File: config.mk
export PLATFORM = sky130hd
export DESIGN_NAME = branch_resolve_unit
export DESIGN_NICKNAME = d
export VERILOG_FILES = /design/src/rtl/branch_resolve_unit.sv
export SDC_FILE = /design/constraint.sdc
export NUM_CORES = 1
export LEC_CHECK = 0
export CORE_AREA = 4 4 109 111
export CTS_CLUSTER_SIZE = 30
export DETAILED_ROUTE_END_ITERATION = 10
export DIE_AREA = 0 0 113 115
export MAX_ROUTING_LAYER = met4
export PLACE_DENSITY = 0.83
export SYNTH_ARGS = -nofsm -noshare
export SYNTH_HDL_FRONTEND = slang
export SYNTH_SLANG_ARGS = --single-unit
File: constraint.sdc
create_clock -name clk -period 4.7 [get_ports clk]
set_clock_uncertainty 0.2 [all_clocks]
set_input_delay 0.94 -clock clk [delete_from_list [all_inputs] [get_ports clk]]
set_output_delay 0.94 -clock clk [all_outputs]
set_load 0.005 [all_outputs]
File: src/rtl/branch_resolve_unit.sv
// Branch resolution for ID: decodes the conditional branches, registers the outcome
// and mispredict flag for EX, and maintains a 2-bit saturating BHT plus statistics.
module branch_resolve_unit #(
  parameter int         DATA_W    = 32,
  parameter int         PC_W      = 32,
  parameter int         BHT_DEPTH = 16,
  parameter logic [1:0] CNT_INIT  = 2'b01,
  parameter int         STAT_W    = 16
) (
  input  logic              clk,
  input  logic              rst,
  input  logic [PC_W-1:0]   if_pc,
  output logic              if_pred_taken,
  input  logic              id_valid,
  input  logic              id_stall,
  input  logic [31:0]       id_instr,
  input  logic [PC_W-1:0]   id_pc,
  input  logic              id_pred_taken,
  input  logic [DATA_W-1:0] rs1,
  input  logic [DATA_W-1:0] rs2,
  output logic              res_valid,
  output logic              res_taken,
  output logic              res_mispredict,
  output logic              res_link,
  output logic [STAT_W-1:0] stat_branches,
  output logic [STAT_W-1:0] stat_mispredicts
);
  localparam int IDX_W = $clog2(BHT_DEPTH);

  localparam logic [5:0] OP_REGIMM = 6'b000001;
  localparam logic [5:0] OP_BEQ    = 6'b000100;
  localparam logic [5:0] OP_BNE    = 6'b000101;
  localparam logic [5:0] OP_BLEZ   = 6'b000110;
  localparam logic [5:0] OP_BGTZ   = 6'b000111;
  localparam logic [4:0] RT_BLTZ   = 5'b00000;
  localparam logic [4:0] RT_BGEZ   = 5'b00001;
  localparam logic [4:0] RT_BLTZAL = 5'b10000;
  localparam logic [4:0] RT_BGEZAL = 5'b10001;

  function automatic logic [1:0] sat_inc2(input logic [1:0] c);
    return (c == 2'b11) ? c : c + 2'b01;
  endfunction

  function automatic logic [1:0] sat_dec2(input logic [1:0] c);
    return (c == 2'b00) ? c : c - 2'b01;
  endfunction

  function automatic logic [STAT_W-1:0] sat_inc_stat(input logic [STAT_W-1:0] c);
    return (&c) ? c : c + STAT_W'(1);
  endfunction

  logic signed [DATA_W-1:0] rs1_s, rs2_s;
  logic [5:0]       op;
  logic [4:0]       rt;
  logic             rs1_neg, rs1_zero;
  logic             is_branch, is_link, cond, resolve;
  logic [IDX_W-1:0] lookup_idx, update_idx;
  logic [1:0]       bht [BHT_DEPTH];

  logic             vld_p1, taken_p1, mispred_p1, link_p1;
  logic [STAT_W-1:0] br_cnt_p1, mis_cnt_p1;

  // Instruction fields and pc bits that play no part in resolution
  logic unused_bits;
  assign unused_bits = ^{id_instr[25:21], id_instr[15:0],
                         if_pc[PC_W-1:IDX_W+2], if_pc[1:0],
                         id_pc[PC_W-1:IDX_W+2], id_pc[1:0]};

  assign op       = id_instr[31:26];
  assign rt       = id_instr[20:16];
  assign rs1_s    = signed'(rs1);
  assign rs2_s    = signed'(rs2);
  assign rs1_neg  = rs1_s[DATA_W-1];
  assign rs1_zero = (rs1_s == '0);

  always_comb begin
    is_branch = 1'b0;
    is_link   = 1'b0;
    cond      = 1'b0;
    case (op)
      OP_BEQ:  begin is_branch = 1'b1; cond = (rs1_s == rs2_s);    end
      OP_BNE:  begin is_branch = 1'b1; cond = (rs1_s != rs2_s);    end
      OP_BLEZ: begin is_branch = 1'b1; cond = rs1_neg | rs1_zero;  end
      OP_BGTZ: begin is_branch = 1'b1; cond = ~rs1_neg & ~rs1_zero; end
      OP_REGIMM: begin
        case (rt)
          RT_BLTZ:   begin is_branch = 1'b1; cond = rs1_neg;  end
          RT_BGEZ:   begin is_branch = 1'b1; cond = ~rs1_neg; end
          RT_BLTZAL: begin is_branch = 1'b1; is_link = 1'b1; cond = rs1_neg;  end
          RT_BGEZAL: begin is_branch = 1'b1; is_link = 1'b1; cond = ~rs1_neg; end
          default: ;
        endcase
      end
      default: ;
    endcase
  end

  assign resolve    = id_valid & is_branch & ~id_stall;
  assign lookup_idx = if_pc[IDX_W+1:2];
  assign update_idx = id_pc[IDX_W+1:2];

  // Prediction reads the array directly, so a same-cycle update is not visible yet
  assign if_pred_taken = bht[lookup_idx][1];

  // ---- ID -> EX boundary (p1) ----
  always_ff @(posedge clk) begin
    if (rst) begin
      vld_p1     <= 1'b0;
      taken_p1   <= 1'b0;
      mispred_p1 <= 1'b0;
      link_p1    <= 1'b0;
      br_cnt_p1  <= '0;
      mis_cnt_p1 <= '0;
    end else begin
      vld_p1     <= resolve;
      taken_p1   <= resolve & cond;
      mispred_p1 <= resolve & (cond != id_pred_taken);
      link_p1    <= resolve & is_link;
      if (resolve) begin
        br_cnt_p1 <= sat_inc_stat(br_cnt_p1);
        if (cond != id_pred_taken) mis_cnt_p1 <= sat_inc_stat(mis_cnt_p1);
      end
    end
  end

  always_ff @(posedge clk) begin
    if (rst) begin
      for (int i = 0; i < BHT_DEPTH; i++) bht[i] <= CNT_INIT;
    end else if (resolve) begin
      bht[update_idx] <= cond ? sat_inc2(bht[update_idx]) : sat_dec2(bht[update_idx]);
    end
  end

  assign res_valid        = vld_p1;
  assign res_taken        = taken_p1;
  assign res_mispredict   = mispred_p1;
  assign res_link         = link_p1;
  assign stat_branches    = br_cnt_p1;
  assign stat_mispredicts = mis_cnt_p1;

endmodule

---- Yosys cells after proc, flatten, opt, wreduce, memory -nomap -nowiden ----
Memories as Yosys holds them, arrays and structs flattened.
Cells that the tools add are included.
word-level totals
  bits in registers ....................... 36
  memory bits (writable) .................. 32
  input bits .............................. 165
  output and inout port bits .............. 37
  logic and storage cells ................. 65
  memories kept ........................... 1
cells by class
  $add $sub $neg .......................... 4
  eq/ne operators ......................... 12
  muxes and demuxes ....................... 17
  bitwise logic cells ..................... 12
  reductions and logical operators ........ 13
memories
  memory  depth  bits a word  rd ports  clocked after Yosys merged registers in  write ports  line  RTL
  bht     16     2            2         0                                        16           58    logic [1:0] bht [BHT_DEPTH];
operators with widths
  operator                 count
  $add A16 B1 Y16 const B  2
  $eq A32 B32 Y1           1
  $logic_not A32 Y1        1
  $ne A32 B32 Y1           1
  $reduce_and A16 Y1       2
  $eq A6 B3 Y1 const B     4
  $eq A5 B5 Y1 const B     2
  $mux W1                  9
  $mux W2                  4
  $reduce_or A2 Y1         4
  $reduce_or A4 Y1         2
  $and A1 B1 Y1            6
  $eq A6 B1 Y1 const B     1
  $eq A5 B1 Y1 const B     1
  $logic_not A5 Y1         1
  $not A1 Y1               5
  $pmux W1 S5              1
  $mux W4                  1
  $pmux W1 S2              2
  $reduce_and A3 Y1        1
  $add A2 B1 Y2 const B    1
  $eq A2 B2 Y1 const B     1
  $logic_not A2 Y1         1
  $reduce_and A2 Y1        1
  other kinds (3)          3

---- Logic depth before layout (Yosys ltp) ----
Gate-level depths: netlist of run 1.
  word-level depth ........................ 11
  gate-level depth with buffers ........... 10

---- Worst setup path after synthesis of run 1 ----
OpenSTA, ideal clock, no wires.
  kind .................................... input to register
  start ................................... input port id_pc[2]
  end ..................................... memory bht[15][1], data pin
  arrival time ............................ 2.709 ns
  data required time ...................... 4.237 ns
  setup slack ............................. 1.528 ns
  stages .................................. 7
  buffers on the path ..................... 2
  path through ............................ buf_2 -> mux4_2 -> mux4_2 -> inv_1 -> maj3_2 -> buf_4 -> nor3_1
RTL lines
  item         line  RTL
  from (decl)  17    input logic [PC_W-1:0] id_pc,
  to (decl)    58

---- Final worst setup path of run 1 ----
  start ................................... input port if_pc[2]
  end ..................................... output port if_pred_taken
between the ends
  word-level cells in the longest chain between the ends .. 1
RTL lines
  item            line  RTL
  from (decl)     12    input logic [PC_W-1:0] if_pc,
  $mem_v2 Z16 W2  --
  to (decl)       13    output logic if_pred_taken,
Every way passes these cells.

==> results of run 1 <==
==> synthesized netlist by cell type, types with 2 or more instances <==
master	instances	area (um2)
nor2_1	41	154
xor2_1	40	350
dfxtp_1	36	721
nand3_1	34	170
edfxtp_1	32	961
nand2_1	30	113
nor4_1	28	175
nor2b_1	17	106
nand4_1	15	93.8
nor3_1	15	75.1
mux4_2	14	315
mux2_2	12	135
o21ai_0	12	60.1
clkbuf_1	10	37.5
inv_1	7	26.3
mux2i_1	7	70.1
or3_1	6	37.5
o31ai_1	5	37.5
xnor2_1	5	43.8
and3_1	4	25.0
and4_1	4	35.0
buf_2	4	20.0
mux2_1	4	45.0
a21oi_1	3	15.0
and2_1	3	18.8
nand2b_1	3	18.8
a21o_1	2	15.0
buf_4	2	15.0
ha_1	2	25.0
maj3_2	2	22.5
nand4b_1	2	17.5
nor3_2	2	20.0
o21ai_2	2	17.5
==> cells by family after synthesis <==
logic type,count (synthesis),synth area share
XOR/XNOR,45,0.0926
AO/OA/AOI/OAI,38,0.0673
adder cells (fa/ha/maj),4,0.0112
multiplexers,38,0.136
buffers and inverters,26,0.0276
AND/OR/NAND/NOR,211,0.270
flip-flops,68,0.395
==> layer usage <==
layer / GRT usage / vias to the layer above
met4: 0.0497 / 0
met2: 0.320 / 194
li1: - / 1854
met3: 0.0426 / 16
met5: - / -
met1: 0.242 / 1834
==> metrics by stage <==
step	std cells	instance area (um2)	hold slack (ns)	util	setup WS (ns)
detailed placement	678	5600	0.307	0.519	0.482
global route	694	5820	0.380	0.539	0.437
global placement	678	5600	0.287	0.519	0.506
CTS	694	5820	0.326	0.539	0.478
finish	694	5820	0.320	0.539	0.508
floorplan	430	4260	0.287	-	1.53
==> worst min-delay path by stage <==
stage / startpoint / endpoint / slack [ns] / depth (start not counted)
floorplan: stat_branches[12] / stat_branches[12] / 0.29 / 2
detailed placement: stat_branches[4] / stat_branches[4] / 0.31 / 2
global route: stat_branches[12] / stat_branches[12] / 0.38 / 2
finish: stat_branches[12] / stat_branches[12] / 0.32 / 2
CTS: stat_branches[12] / stat_branches[12] / 0.33 / 2
global placement: stat_branches[12] / stat_branches[12] / 0.29 / 2
==> where the power goes <==
part / internal, W / total, W / switching (W)
clock: 0.000297 / 0.000533 / 0.000236
combinational: 0.000105 / 0.000197 / 0.0000912
sequential: 0.000623 / 0.000626 / 0.00000276
==> layout by cell type (no fill, tap or decap), types with 3 or more instances in the layout <==
cell type        count
nand3_1             34
and3_1               4
and4_1               4
nor2_1              41
mux2i_1              7
nand4_1             15
clkdlybuf4s50_1    124
edfxtp_1            32
a21oi_1              3
and2_1               3
nor2b_1             17
mux2_1               4
inv_1                7
nand2_1             30
clkbuf_8             9
xor2_1              40
o31ai_1              5
xnor2_1              5
o21ai_0             12
mux4_2              14
nor4_1              28
dfxtp_1             36
nor3_1              15
or3_1                6
mux2_2              12
nand2b_1             3
==> flip-flops by register name (all words and copies together), names as in the netlist <==
signal,flops
stat_branches,16
res_valid,1
res_link,1
bht,32
stat_mispredicts,16
res_taken,1
res_mispredict,1
==> worst max-delay path: stages <==
cell	delay, ns
clkdlybuf4s50_1	0.64
mux4_2	0.56
mux4_2	0.46
clkdlybuf4s50_1	0.45
==> area by class of cell <==
cell class / instances / area share
Clock buffer: 9 / 0.0213
Clock inverter: 7 / 0.0157
Inverter: 8 / 0.00516
Multi-Input combinational cell: 336 / 0.423
Sequential cell: 68 / 0.289
Tap cell: 140 / 0.0301
Timing Repair Buffer: 126 / 0.216
==> results.tsv, run 1 <==
metric	value	unit
status	completed	
wl_per_cell	17.6	um
dr.pass1.iters	7	
cts.sinks	68	
slew_headroom	0.527	
arrival	3.05	ns
worstSetupPathType	input port to output pin	
drt_iter0_markers	282	
rows	38	
ys_types	58	
multi_input_area	2460	um2
viasPerCell	5.62	
h-tree-depth	3	
synthFlopType	dfxtp_1	
die_h	115	um
drc	0	
n_antenna_cell	0	
fin_crit_sh	0.892	
grt_max_degree	46	
maxCapViolations	0	
wl_met2	6.00	mm
total_power	0.00136	W
dp_hpwl	9.64	mm
numCtsBuffers	9	
final-hold-violation-count	0	
cp-startpoint	if_pc[2]	
cts_tree	done	
period_needed	4.19	ns
ys_seq_elements	68	
ir_worst_vdd	0.145	mV
p_leak	1.94	nW
cts_hold_buf	0	
grt_pass1_wl	19.6	mm
dr.max_layer_used	met4	
top_level_ports	202	
slew_violations	0	
area_growth	36.6	%
cts_resized	0	
layout-drive-gt1-share	0.106	
core	10800	um2
synthesis.area	4260	um2
nNetsFinal	716	
antenna_left	0	
crit_path_end_kind	output pin	
register_area	1680	um2
initial_core_util	0.395	
syn_inst	430	
synth_edf_count	32	
r2r_start	stat_mispredicts[0]	
grt_util_all_layers	0.194	
cts_root_buf	clkbuf_8	
reg2reg_depth	8	
worstPathRequired	3.56	ns
rsz0062_at_grt	false	
wl	12.2	mm
dieArea	13000	um2
syn_nets	597	
final.setup.tns	0	ns
path_clk_slew	0.07	ns
nFillCells	889	
tightest_slew	0.707	ns
overflow	0	
clk_path_buf_depth	2	
worstPathMaxFanout	4	
antenna_found_initial	0	
crit_path_end	if_pred_taken	
clk-insertion-delay-late	0.34	ns
die_w	113	um
numPortBuffers	124	
min_path_type	flop to flop	
yosys_warnings	0	
powerDensity	233	nW/um2
wl_met3	912	um
start_kind	input port	
async_flop_share	0	
grt_pass1_vias	4042	
gp_congestion	0.878	
r2r_slack	1.77	ns
post-cts-setup-buffers	0	
yosysSeqAreaShare	0.395	
setup_viol	0	
reg2reg_to	stat_mispredicts[5]	
vias	3898	
avgSynthCellArea	9.90	um2
max_freq	0.239	GHz
wl_met1	5.17	mm
Note: power is estimated with default switching activity, not from simulation.
==> run 2, diff against run 1 <==
- CTS_CLUSTER_DIAMETER: default -> 30
- SETUP_SLACK_MARGIN: default -> 0.4
==> results of run 2 <==
No change in the layout: final DEF, timing and power equal those of run 1.
